**src/rtl/restoring_divider.sv**
```systemverilog
// Sequential unsigned restoring divider, one quotient bit per clock.
// Inverse of the 4-bit combinational multiplier (8-bit product / 4-bit operand).
module restoring_divider #(
    parameter int DIVIDEND_WIDTH = 8,
    parameter int DIVISOR_WIDTH  = 4
) (
    input  logic                      clk,
    input  logic                      rst_n,
    input  logic                      start,
    input  logic [DIVIDEND_WIDTH-1:0] dividend,
    input  logic [DIVISOR_WIDTH-1:0]  divisor,
    output logic                      busy,
    output logic                      done,
    output logic [DIVIDEND_WIDTH-1:0] quotient,
    output logic [DIVISOR_WIDTH-1:0]  remainder,
    output logic                      div_by_zero
);

    localparam int DD = DIVIDEND_WIDTH;
    localparam int DW = DIVISOR_WIDTH;
    localparam int CW = $clog2(DD + 1);
    localparam logic [CW-1:0] LAST = CW'(DD - 1);

    typedef enum logic [1:0] {
        IDLE,
        RUN,
        ZERO
    } state_t;

    state_t state, state_n;

    logic [DD-1:0] dq, dq_n, quo_n;
    logic [DW:0]   pr, pr_n;
    logic [DW-1:0] dvs, dvs_n, rem_n;
    logic [CW-1:0] cnt, cnt_n;
    logic          done_n, dbz_n;

    // pr[DW] is always 0 between iterations, so the top bit of diff is the borrow
    logic [DW+1:0] shifted;
    logic [DW+1:0] diff;
    logic          borrow;

    assign shifted = {pr, dq[DD-1]};
    assign diff    = shifted - {2'b00, dvs};
    assign borrow  = diff[DW+1];
    assign busy    = (state != IDLE);

    always_comb begin
        state_n = state;
        dq_n    = dq;
        pr_n    = pr;
        dvs_n   = dvs;
        cnt_n   = cnt;
        quo_n   = quotient;
        rem_n   = remainder;
        dbz_n   = div_by_zero;
        done_n  = 1'b0;
        unique case (state)
            IDLE: begin
                if (start) begin
                    dq_n    = dividend;
                    dvs_n   = divisor;
                    pr_n    = '0;
                    cnt_n   = '0;
                    state_n = (divisor == '0) ? ZERO : RUN;
                end
            end
            RUN: begin
                pr_n  = borrow ? shifted[DW:0] : diff[DW:0];
                dq_n  = {dq[DD-2:0], ~borrow};
                cnt_n = cnt + 1'b1;
                if (cnt == LAST) begin
                    quo_n   = dq_n;
                    rem_n   = pr_n[DW-1:0];
                    dbz_n   = 1'b0;
                    done_n  = 1'b1;
                    state_n = IDLE;
                end
            end
            ZERO: begin
                quo_n   = '1;
                rem_n   = '0;
                dbz_n   = 1'b1;
                done_n  = 1'b1;
                state_n = IDLE;
            end
            default: state_n = IDLE;
        endcase
    end

    always_ff @(posedge clk or negedge rst_n) begin
        if (!rst_n) begin
            state       <= IDLE;
            dq          <= '0;
            pr          <= '0;
            dvs         <= '0;
            cnt         <= '0;
            quotient    <= '0;
            remainder   <= '0;
            div_by_zero <= 1'b0;
            done        <= 1'b0;
        end else begin
            state       <= state_n;
            dq          <= dq_n;
            pr          <= pr_n;
            dvs         <= dvs_n;
            cnt         <= cnt_n;
            quotient    <= quo_n;
            remainder   <= rem_n;
            div_by_zero <= dbz_n;
            done        <= done_n;
        end
    end

endmodule

```
**config.mk**
```make
export PLATFORM = sky130hd
export DESIGN_NAME = restoring_divider
export DESIGN_NICKNAME = d
export VERILOG_FILES = /design/src/rtl/restoring_divider.sv
export SDC_FILE = /design/constraint.sdc
export NUM_CORES = 1
export LEC_CHECK = 0
export ABC_AREA = 1
export CORE_AREA = 2 2 78 80
export CTS_CLUSTER_DIAMETER = 150
export DETAILED_ROUTE_END_ITERATION = 16
export DIE_AREA = 0 0 80 82
export GPL_ROUTABILITY_DRIVEN = 0
export GPL_TIMING_DRIVEN = 0
export SYNTH_ARGS = -nofsm -noshare
export SYNTH_HDL_FRONTEND = slang
export SYNTH_SLANG_ARGS = --single-unit
```
**constraint.sdc**
```tcl
create_clock -name clk -period 1.9 [get_ports clk]
set_input_delay 0.19 -clock clk [delete_from_list [all_inputs] [get_ports clk]]
set_output_delay 0.19 -clock clk [all_outputs]
set_load 0.02 [all_outputs]
```
# Yosys cells after proc, flatten, opt, wreduce, memory -nomap -nowiden
# Cells that the tools add are included.
classes:
  n_div: 0
  order_cmp: 0
  reduce_logical: 9
  n_shift: 0
  n_eq_ne: 5
  n_addsub: 2
  n_bitwise: 1
  mul: 0
  muxes: 19
op_table:
  columns: ["op", "n"]
  rows:
  - ["$pmux W8 S2", 2]
  - ["$mux W8", 2]
  - ["$pmux W4 S2", 2]
  - ["$mux W5", 2]
  - ["$pmux W5 S2", 1]
  - ["$mux W4", 2]
  - ["$reduce_and A2 Y1", 4]
  - ["$mux W2", 3]
  - ["$reduce_bool A2 Y1", 3]
  - ["$sub A6 B4 Y6", 1]
  - ["$add A4 B1 Y4 const B", 1]
  - ["$eq A4 B3 Y1 const B", 1]
  - ["$logic_not A4 Y1", 1]
  - ["$ne A2 B2 Y1 const B", 2]
  - ["$pmux W1 S2", 2]
  - ["$pmux W2 S2", 1]
  - ["$eq A2 B1 Y1 const B", 1]
  - ["$eq A2 B2 Y1 const B", 1]
  - ["$logic_not A2 Y1", 1]
  - ["$mux W1", 2]
  - ["$not A1 Y1", 1]
totals:
  reg_bits: 37
  romBits: 0
  ramBits: 0
  in_bits: 15
  n_memories: 0
  latch_bits: 0
  word_cells: 45

# Longest topological paths before layout
# Gate-level depths: netlist of run 1.
logic_depth:
  ltp_word: 4
  ltp_mapped: 11

# Worst setup path after synthesis of run 1
# No wires, ideal clock.
synth_path:
  path_type: "register to register"
  from: "register dq[7]"
  to: "register pr[4]"
  required_time_ns: 1.782
  setup_slack_ns: 0.324
  synth_period_minus_slack_ns: 1.576
  arrival_time_ns: 1.459
  path_stages_with_launch: 11
  path_cell_list: "dfrtp_1 inv_1 ha_1 fa_1 nand3b_1 nand2_1 nand2_1 nand2_1 nand3_1 nand3_1 nand2_1"
synth_between:
  elab_chain_len: 3
synth_rtl:
  columns: ["element", "line", "source"]
  rows:
  - ["start, declared", "32", "logic [DD-1:0] dq, dq_n, quo_n;"]
  - ["start signal, assigned", "104", "dq <= dq_n;"]
  - ["$sub A6 B4 Y6", "44", "assign diff = shifted - {2'b00, dvs};"]
  - ["$mux W5", "69", "pr_n = borrow ? shifted[DW:0] : diff[DW:0];"]
  - ["$pmux W5 S2", "58", "unique case (state)"]
  - ["end signal, assigned", "105", "pr <= pr_n;"]
  - ["end, declared", "33", "logic [DW:0] pr, pr_n;"]
# Every way passes these cells.
# A chain may end at the register's enable or synchronous reset.

# Final worst setup path of run 1
layout_path:
  from: "register dvs[0]"
  to: "register pr[4]"
layout_between:
  elab_chain_len: 3
layout_rtl:
  columns: ["element", "line", "source"]
  rows:
  - ["start, declared", "34", "logic [DW-1:0] dvs, dvs_n, rem_n;"]
  - ["start signal, assigned", "106", "dvs <= dvs_n;"]
  - ["$sub A6 B4 Y6", "44", null]
  - ["$mux W5", "69", null]
  - ["$pmux W5 S2", "58", null]
# Every way passes these cells.

==> metrics list, run 1 <==
* Max Buffers Root-to-Sink: 2
- Routed wire per std cell: 11.93 µm
- The first global-routing pass estimated 7134 µm of wire.
- Post-detailed-route DRC marker count: 0
* Area enclosed by the die boundary: 6560 µm²
- Iteration count of the initial detailed-routing pass: 4
* Total cell area at the placement stage: 2305 µm²
* GRT Total Usage: 14.23%
- Reg-to-reg critical path startpoint: dvs[0]
* Layout Cell Area excl Fill: 2405 µm²
- Setup violations remaining at the end of the flow were counted as 0.
- The initialized floorplan defines 28 standard-cell rows.
* Worst reg2reg path endpoint: pr[4]
- Setup repair after global routing could not meet its margin everywhere.
* Hold Worst Slack: -12.40 ps
* Type of the worst setup path: reg2reg
- Post-Synthesis Mean Instance Area: about 8.4 µm²
* I/O Buffers: 29
* Crit path launch type: flip-flop
- Leakage power: 1.178 nW
- In this run, the number of DRC markers left after iteration 0 of detailed routing was 82.
- Global routing usage on met2: 22.67%
* Register-to-Register Setup Slack: approximately 160 ps
- The final route contains 1607 vias.
- At the end of the flow, the number of nets in the layout was 290.
- At the end of the flow the core is filled with cells to a little over two fifths.
* Die extent in y: 82 µm
- Transition time of the tightest slew-check pin: 807.9 ps
- For the final routed database, the setup TNS stands at 0 ps.
- Antenna fix cells: 0
* Area delta synth->final: 24.89%
* Hold crit path type: in2async
* Met3 layer usage reported by global route: between 2 and 3%
- In this run, CTS created clock tree buffers numbering 5.
* Worst setup skew after layout: 5.449 ps
- During synthesis, Yosys emitted a total of 0 warnings.
- Entering global routing, the biggest net connects 38 pins.
- Final cycle utilization of the critical path: between 90% and 100%
* Latest clock arrival within the worst-skew pair: 290 ps
* Half-perimeter wire length after placement: between 3000 and 4000 µm
- For this design the ratio of total power to cell area is 1865 nW/µm².
- Synthesis-stage register bit count: 37
* Final routed wirelength across all metal layers: between 4000 and 5000 µm
- Counting I/O delays and the setup requirement, the final critical path takes 1738 ps.
* Starting Density: 33.51%
- After synthesis, flip-flops and latches occupy between 40 and 50% of the total area.
- Post-CTS setup buffers: 0
- Crit path setup slack, layout: approximately 160 ps
- In this run the remaining antenna-violating nets after routing total 0.
* Critical path endpoint category: flip-flop
- TritonCTS clock tree: built
- The number of different library cells used by synthesis comes to 29.
- Measured along the x axis, the die boundary spans 80 µm.
* Grt peak-use layer: met2
- CTS placed an instance of clkbuf_8 at the clock tree root.
* Depth of the worst register-to-register path: 9
- Syn Nets: ~250
- Count of clock tree sinks: 37
* Critical path required time: around 2100 ps
* Violated checks: hold timing
- Maximum clock frequency: between 500 and 600 MHz
* Post-cts hold buffer count: 0
* Highest fanout seen on the critical path: 2
* Syn Inst Count: 230
- Initial antenna violation count: 0
- Count of boundary I/O pins: 30
- Congestion Overflow GR: 0
- The flow ran to the end, but the final reports show violations.
- Total standard cell area after synthesis: ~1900 µm²
- Post-place setup slack: 173.4 ps
- Number of hold violations in the final report: 17
- The floorplan step defined a core boundary enclosing 5746 µm².
- The H-tree was split into 2 levels.
- WP data arrival: 1920 ps
* Clock-pin slew of the registers on the worst-case setup and hold paths: 70 ps
- Cells with a size suffix above 1 make up 9.363% of the layout.
- In the global route stage, met1 resource usage came out at 18.36%.
* Number of max-cap violations: 0
- In this run the tightest slew margin relative to its limit is between 40% and 50%.
- Final max-slew violation count: 0
- The via count of the first global-routing pass came to roughly 1500.
* VDD IR-drop max: ~0.00053 V
- Average vias per placed instance: 4.699
[timing repair]
item,4_1_cts,5_1_grt
endpoints found under the setup margin,1,1
gates cloned,0,0
gates resized for setup,1,0
[area by class of cell]
cell class	instances	area [µm²]
flip-flops and latches	37	925.9
fillers	617	3341
clock inverters	1	5.005
clock buffers	7	96.34
multi-input cells	159	837.1
inverters	29	113.9
repair buffers	29	284.0
well taps	75	93.84
plain buffers	5	48.80
[stage by stage]
stage	total power, mW	std cells
after floorplan	3.179	230
after global placement	3.874	334
after detailed placement	3.929	334
after CTS	4.547	342
after global routing	4.981	342
final	4.484	342
[layout by cell type, fill, tap and decap left out, drive strengths merged, types with 2 or more instances in the layout]
| cell type | n |
|---|---|
| o21a | 2 |
| dfrtp | 37 |
| a21oi | 8 |
| nor2 | 19 |
| clkdlybuf4s50 | 27 |
| ha | 8 |
| nor3 | 2 |
| a22oi | 2 |
| buf | 6 |
| nand3b | 3 |
| a31oi | 3 |
| nand4 | 3 |
| clkbuf | 7 |
| nand2 | 60 |
| inv | 29 |
| nand3 | 26 |
| o21ai | 18 |
[how the worst max path moves through the flow]
stage / to / from / cells after the start / slack (ps)
finish: pr[4] / dvs[0] / 9 / 160
global route: pr[3] / pr[1] / 9 / -0.8
CTS: pr[3] / pr[1] / 8 / 150
detailed placement: pr[3] / pr[1] / 8 / 170
global placement: quotient[2] / rst_n / 1 / -290
floorplan: pr[4] / dq[7] / 10 / 320
[cells in the mapped netlist, drive strengths merged]
master | instances | share of area, %
a31oi | 3 | 0.97
nand4 | 3 | 0.97
nor4 | 1 | 0.33
inv | 29 | 5.9
nand2 | 60 | 12
buf | 5 | 2.5
o21a | 2 | 0.78
nand3b | 3 | 1.2
o211ai | 1 | 0.39
a22oi | 2 | 0.78
o21ai | 18 | 5.3
xor2 | 1 | 0.45
a21oi | 8 | 2.1
nor3 | 2 | 0.52
o22ai | 1 | 0.33
dfrtp | 37 | 48
nor2 | 19 | 4.2
nand3 | 26 | 7.0
fa | 1 | 1.0
ha | 8 | 5.2
[where the power goes]
| group | switching, mW | total, mW | leakage [nW] | internal (mW) |
|---|---|---|---|---|
| sequential | 0.224 | 1.38 | 0.458 | 1.16 |
| clock | 0.272 | 0.600 | 0.0542 | 0.328 |
| combinational | 1.50 | 2.50 | 0.666 | 1.00 |
[sequential cells by signal, summed over array words and instances (netlist names)]
signal,count
state,2
dq,8
done,1
div_by_zero,1
remainder,4
quotient,8
pr,5
dvs,4
cnt,4
[worst max-delay path: stages, from the launching register on]
cell and delay, ps:
dfrtp_1 400, ha_1 210, fa_1 390, nand3b_1 210, nand2_1 90, nand2_1 50, nand2_1 50, nand3_1 80
nand3_1 100, nand2_1 50
[cell families after synthesis]
logic type / share of synthesized area [%]
AND/OR/NAND/NOR: 26.19
buffers and inverters: 8.447
flip-flops: 48.08
XOR/XNOR: 0.4549
adder cells (fa/ha/maj): 6.238
AO/OA/AOI/OAI: 10.59
[per-layer routing]
metal  share of wire, %  vias up
li1                   -      823
met1                 46      730
met2                 46       46
met3                5.8        8
met4                2.3        0
met5                  0        -
Note: power is estimated with default switching activity, not from simulation.
==> run 2: changes to the inputs <==
- ABC_AREA: 1 -> unset
==> metrics list, run 2 <==
- Post-detailed-route DRC marker count: 0
- Remaining antenna violation count after routing: 0
- Derived from the worst setup path, the maximum achievable clock frequency is roughly 520 MHz.
* Antenna fix cells: 0
- Number of max-cap violations: 0
* GRT Total Usage: 14.93%
- Count of flip-flops with a built-in enable after synthesis: 0
- TritonCTS clock tree: built
- # nets final: 256
- Hold crit path type: in2async
- Setup violations remaining at the end of the flow were counted as 4.
* Final cycle utilization of the critical path: 101.8%
- Syn Inst Count: 189
- Pin placement for this block handled 30 I/O pins.
- Total number of vias: around 1600
- The longest clock path from root to sink contains 2 buffers.
- STA classifies the critical path endpoint as a flip-flop.
- Count of clock tree sinks: 37
- The number of nets handed over by synthesis was 213.
* Number of hold violations in the final report: 0
* Distinct cell type count after synthesis: 51
* Placed Instances: between 200 and 300
- Leaving out fill and tap cells, the most frequent cell in the layout is dfrtp_1.
* Synth warnings: 0
- Congestion Overflow GR: 0
- The via count of the first global-routing pass was 1558.
- Area delta synth->final: 33.48%
- Synthesis-stage register bit count: 37
- Standard-cell row count: 28
- Largest cells by area after synthesis: dfrtp_1, ha_1, nand2_1
- STA puts the critical path data required time at 2120 ps.
* Fin Setup TNS: -94.91 ps
- Routed wire per std cell: 15.49 µm
- The critical path starts at pr[0].
- RSZ-0062 raised after global routing: true
* Transition time of the tightest slew-check pin: 845.4 ps
* Iteration count of the initial detailed-routing pass: 4
- The worst register-to-register path begins at pr[0].
* Half-perimeter wire length after placement: 3301 µm
- I/O Buffers: 28
- Final max-slew violation count: 0
* Fraction of final layout cells sized beyond drive strength 1: 24.03%
- After clock tree synthesis, the clock-pin slew on the worst setup and hold paths is approximately 80 ps.
- Leakage power: 1.101 nW
- Cell-by-cell trace of the critical path: ha_1 -> and2b_1 -> o2111ai_2 -> o2111a_2 -> mux2_4 -> o21ai_2
* Commonest non-fill, non-tap cells in the layout: dfrtp_1, clkdlybuf4s50_1, nand2_1, o21ai_0, nor2_1
- Total standard cell area after synthesis: 1928 µm²
* Number of violations reported at the end of detailed-routing iteration 0: 80
- The average instance in the mapped netlist occupies approximately 10 µm².
- Average vias per placed instance: around 5
* Prevailing post-synth register cell: dfrtp_1
* Total power per unit cell area: 1754 nW/µm²
* Fillcell total: 576
- The largest single stage delay on the critical path is 410 ps.
* Total power: between 4 and 5 mW
* Remaining max-slew budget at the tightest pin: 43.64%
- Summed over all layers, the routed wires come to 4772 µm.
* Initial antenna violation count: 0
- The first global-routing pass estimated 7514 µm of wire.
- Maximum number of pins on one net before global-route repair: 38
- The clock reaches the later pin of the worst-skew pair after 290 ps.
- Synth top cells by count: dfrtp_1, nand2_1, nor2_1, o21ai_0, inv_1
- The routed design could run at a clock period as short as 1935 ps.
- The final reports fail on setup timing.
- On the critical path, the stage with the largest delay is an instance of dfrtp_1.
- Counting flops with an async set or reset pin after synthesis yields a share of 100.0%.
* Sequential fraction of the synthesis area: 48.02%
* Crit path launch type: flip-flop
- Hold Worst Slack: 0.1730 ps
* Result of the run: finished with violations
* Area occupied by multi-input gates: 1016 µm²
- Once routing completed, OpenROAD measured the worst setup slack at -34.94 ps.
- The core region is ~5700 µm².
- X dimension of the die: 80 µm
- Area share of the largest cell type after synthesis: 48.02%
- Largest registers: dq (8), quotient (8), pr (5)
- CTS root buf: clkbuf_8
* Final standard cell count with taps included and fillers excluded: 308
- VDD IR-drop max: slightly above 0.0009 V
- In this run the worst path has a maximum fanout of 6.
* Number of buffers added by the clock tree synthesis step: 5
* Area enclosed by the die boundary: roughly 6600 µm²
* WP data arrival: 2160 ps
- The critical path is of the reg2reg type.
- Starting Density: 33.56%
* Register area: between 900 and 1000 µm²
- Die extent in y: 82 µm
- Most common cell in the synthesized netlist: dfrtp_1
* Worst setup skew after layout: 1.490 ps
* Library cell occupying the most area in the post-synthesis netlist: dfrtp_1
- Number of levels the H-tree was split into: 2
==> run 2: report_power, final <==
part           leakage (nW)  internal, mW  switching (mW)
Combinational         0.587          1.24            1.26
Sequential            0.460          1.10           0.218
Clock                0.0543         0.393           0.298
Total                  1.10          2.73            1.78
==> run 2: cell families (layout without fill, tap and decap cells) <==
logic type / count (synthesis) / count (layout) / share of synthesized area [%]
AND/OR/NAND/NOR: 62 / 62 / 15.57
AO/OA/AOI/OAI: 52 / 52 / 18.56
flip-flops: 37 / 37 / 48.02
buffers and inverters: 16 / 60 / 4.152
multiplexers: 12 / 12 / 7.008
adder cells (fa/ha/maj): 9 / 9 / 6.230
XOR/XNOR: 1 / 1 / 0.4543
==> run 2: metrics by stage <==
step | cell area [µm²] | setup WS [ps] | util, %
after floorplan | 1928 | 110.7 | -
after global placement | 2302 | -265.8 | 40.07
after detailed placement | 2297 | -222.2 | 39.98
after CTS | 2469 | -18.79 | 42.97
after global routing | 2574 | -120.1 | 44.80
final | 2574 | -34.94 | 44.80
==> run 2: critical path: cells and delay by family (launching register included) <==
kind | cells | cell delay [ps]
AND/OR/NAND/NOR | 1 | 170
multiplexers | 1 | 340
AO/OA/AOI/OAI | 3 | 650
flip-flops | 1 | 410
adder cells (fa/ha/maj) | 1 | 290
==> run 2: layer usage <==
layer	track usage [%]	vias up	wire length, µm
li1	-	765	-
met1	20.74	755	2329
met2	23.00	35	2173
met3	3.407	7	214
met4	4.915	0	54
met5	0	-	0
==> run 2: timing repair <==
action	CTS	global route
gates resized for setup	8	21
buffers inserted	3	5
pin swaps	2	5
hold buffers	0	0
endpoints found under the setup margin	22	25
==> run 2: layout make-up <==
class,count,area share [%]
buffer,6,1.945
clock buffer,5,2.674
clock inverter,3,1.799
inverter,10,1.458
multi-input combinational,136,39.47
sequential,37,36.02
tap,75,3.646
timing repair buffer,36,12.98
==> run 2: path summary, 6_finish.rpt <==
| check | slack (ps) | depth (start not counted) | to |
|---|---|---|---|
| setup / recovery | -30 | 6 | remainder[0] |
| hold / removal | 0.2 | 1 | dq[3] |
| setup reg to reg | -30 | 6 | remainder[0] |
| hold reg to reg | 490 | 1 | div_by_zero |
| max in group asynchronous | 1310 | 1 | pr[2] |
| min in group clk | 380 | 3 | dq[5] |
==> RTL change: new RTL, flow settings as in run 2 <==
Put one more register stage on the output `div_by_zero`. The value now appears one clock later. The other outputs are not delayed to match.
--- a/src/rtl/restoring_divider.sv
+++ b/src/rtl/restoring_divider.sv
@@ -27,6 +27,8 @@
         ZERO
     } state_t;
 
+    logic div_by_zero_s0;
+
     state_t state, state_n;
 
     logic [DD-1:0] dq, dq_n, quo_n;
@@ -53,7 +55,7 @@
         cnt_n   = cnt;
         quo_n   = quotient;
         rem_n   = remainder;
-        dbz_n   = div_by_zero;
+        dbz_n   = div_by_zero_s0;
         done_n  = 1'b0;
         unique case (state)
             IDLE: begin
@@ -97,7 +99,7 @@
             cnt         <= '0;
             quotient    <= '0;
             remainder   <= '0;
-            div_by_zero <= 1'b0;
+            div_by_zero_s0 <= 1'b0;
             done        <= 1'b0;
         end else begin
             state       <= state_n;
@@ -107,10 +109,14 @@
             cnt         <= cnt_n;
             quotient    <= quo_n;
             remainder   <= rem_n;
-            div_by_zero <= dbz_n;
+            div_by_zero_s0 <= dbz_n;
             done        <= done_n;
         end
     end
 
+    always_ff @(posedge clk) begin
+        div_by_zero <= div_by_zero_s0;
+    end
+
 endmodule
 
Check against the original RTL: not equivalent (Yosys sat finds a counterexample within 4 cycles, from zero or initial values and one cycle with rst_n low).
==> RTL change against run 2 <==
- the flow finishes with violations (negative hold slack, negative setup slack)
- first-iteration DRC count increased by 44%
- final area down 0.92%
- via count is 0.32% lower
- synthesized area grew 1.0%
- routed wire length down 2.1%
- synthesized cell count rose by 0.53%
- sequential cell count rose by 1
- die area unchanged
- clock skew increased by 0.0057 ns
- worst setup slack gained 0.026 ns
- total power down 2.4%
- global-route usage grew 0.88 points
- count of clock-buffer cells in the layout stayed put
- critical path type unchanged
==> RTL change: results (changes against run 2) <==
sta:
  tns_ns: -0.01295  # +0.08196 ns
  worst_slew_pin_slew_ns: 0.8476  # +0.002215 ns
  final-setup-viol-count: 2  # -2
  hold_slack_ns: -0.0005067  # -0.0006797 ns
  final.setup.worst_slack_ns: -0.008662  # +0.02627 ns
  hold_violations: 2  # +2
placement:
  hpwl_um: 3232  # -2.1%
drt:
  viasPerCell: 5.088  # +0.33%
  first_pass_iters: 7  # +3
  routed_wl_um: 4674  # -2.1%
synth:
  async_flop_share: 0.9737  # -0.02632
  seq_area_frac_synth: 0.4855  # +0.005341
  synth_nets: 214  # +0.47%
  netlist-cell-type-count: 52  # +2.0%
  synth_top_cell_area_share: 0.4753  # -0.004935
  synthTopCellsByArea: "dfrtp_1 (48%), ha_1 (5.1%), nand2_1 (4.8%), mux2i_1 (3.1%), o21ai_0 (3.1%)"
grt:
  grt_usage: 0.1581  # +0.008791
  grt_pass1_wl_um: 7852  # +4.5%
  first_global_vias: 1549  # -0.58%
final_layout:
  fillers: 592  # +2.8%
  layoutNonFillerInstCount: 306  # -0.65%
  layout.nets: 254  # -0.78%
  drive_above_1_share: 0.2121  # -0.02822
status:
  violations: "negative hold slack, negative setup slack"
  outcome: "finished, violations left"
critical_path:
  arrival_ns: 2.13  # -0.03 ns
pwr:
  peakVddDrop_mv: 0.7763  # -15%
  leakage_nw: 1.098  # -0.25%
==> RTL change: worst register-to-register path, cell delays in order, from the launching register on <==
cell,delay (ns)
dfrtp_1,0.40
ha_1,0.31
and2b_1,0.17
o2111ai_1,0.18
o2111a_2,0.32
mux2_4,0.34
o21ai_2,0.13
==> RTL change: cell families (layout without fill, tap and decap cells) <==
group | after synthesis | in the layout | synth area share
DFF | 38 | 38 | 0.4856
and+or+nand+nor | 62 | 62 | 0.1541
adders and majority gates | 9 | 9 | 0.06166
AOI/OAI and AO/OA | 52 | 52 | 0.1837
buffers and inverters | 16 | 57 | 0.04110
muxes | 12 | 12 | 0.06936
xor gates and xnor gates | 1 | 1 | 0.004497
==> RTL change: worst paths after layout <==
path	from	to	slack (ns)	cells past startpoint
worst min-delay path	rst_n	dq[5]$_DFFE_PN0P_	-0.0005	1
min in group clk	start	state[0]$_DFFE_PN0P_	0.37	5
max in group asynchronous	rst_n	remainder[2]$_DFFE_PN0P_	1.37	1
worst max-delay path	pr[0]$_DFFE_PN0P_	remainder[0]$_DFFE_PN0P_	-0.009	6
worst max register to register	pr[0]$_DFFE_PN0P_	remainder[0]$_DFFE_PN0P_	-0.009	6
worst min register to register	div_by_zero_s0$_DFFE_PN0P_	div_by_zero$_DFF_P_	0.38	0
==> RTL change: power by group <==
group | switching, mW | internal (mW) | total [mW] | leakage [nW]
combinational | 1.24 | 1.14 | 2.38 | 0.570
sequential | 0.216 | 1.13 | 1.34 | 0.470
clock | 0.291 | 0.386 | 0.678 | 0.0579
total | 1.75 | 2.66 | 4.41 | 1.10
==> RTL change: layout make-up <==
| type | instances | area, um^2 | share of cell area |
|---|---|---|---|
| buffer | 6 | 45.04 | 0.01766 |
| sequential | 38 | 945.9 | 0.3710 |
| timing repair buffer | 33 | 311.5 | 0.1222 |
| inverter | 10 | 37.54 | 0.01472 |
| multi-input combinational | 136 | 1007 | 0.3950 |
| tap | 75 | 93.84 | 0.03680 |
| clock inverter | 3 | 40.04 | 0.01570 |
| clock buffer | 5 | 68.82 | 0.02699 |
==> RTL change: layer usage <==
layer | vias to the layer above | share of wire | track usage
met2 | 34 | 0.44 | 0.2350
met3 | 9 | 0.030 | 0.03077
li1 | 769 | - | -
met1 | 745 | 0.51 | 0.2244
met4 | 0 | 0.020 | 0.06610
met5 | - | 0 | 0
==> RTL change: repair_timing <==
action	CTS	global route
setup buffers	4	1
pin swaps	2	0
endpoints found under the setup margin	22	23
resized for setup	10	12
==> RTL change: through the flow <==
step,area [um^2],worst slack [ns],power [mW],hold slack [ns]
after floorplan,1948,0.1107,2.771,-0.1056
after global placement,2322,-0.2969,3.382,0.3591
after detailed placement,2317,-0.2977,3.433,0.3471
after CTS,2506,0.0006513,4.308,0.02329
after global routing,2550,-0.05796,4.744,0.06413
final,2550,-0.008662,4.407,-0.0005067
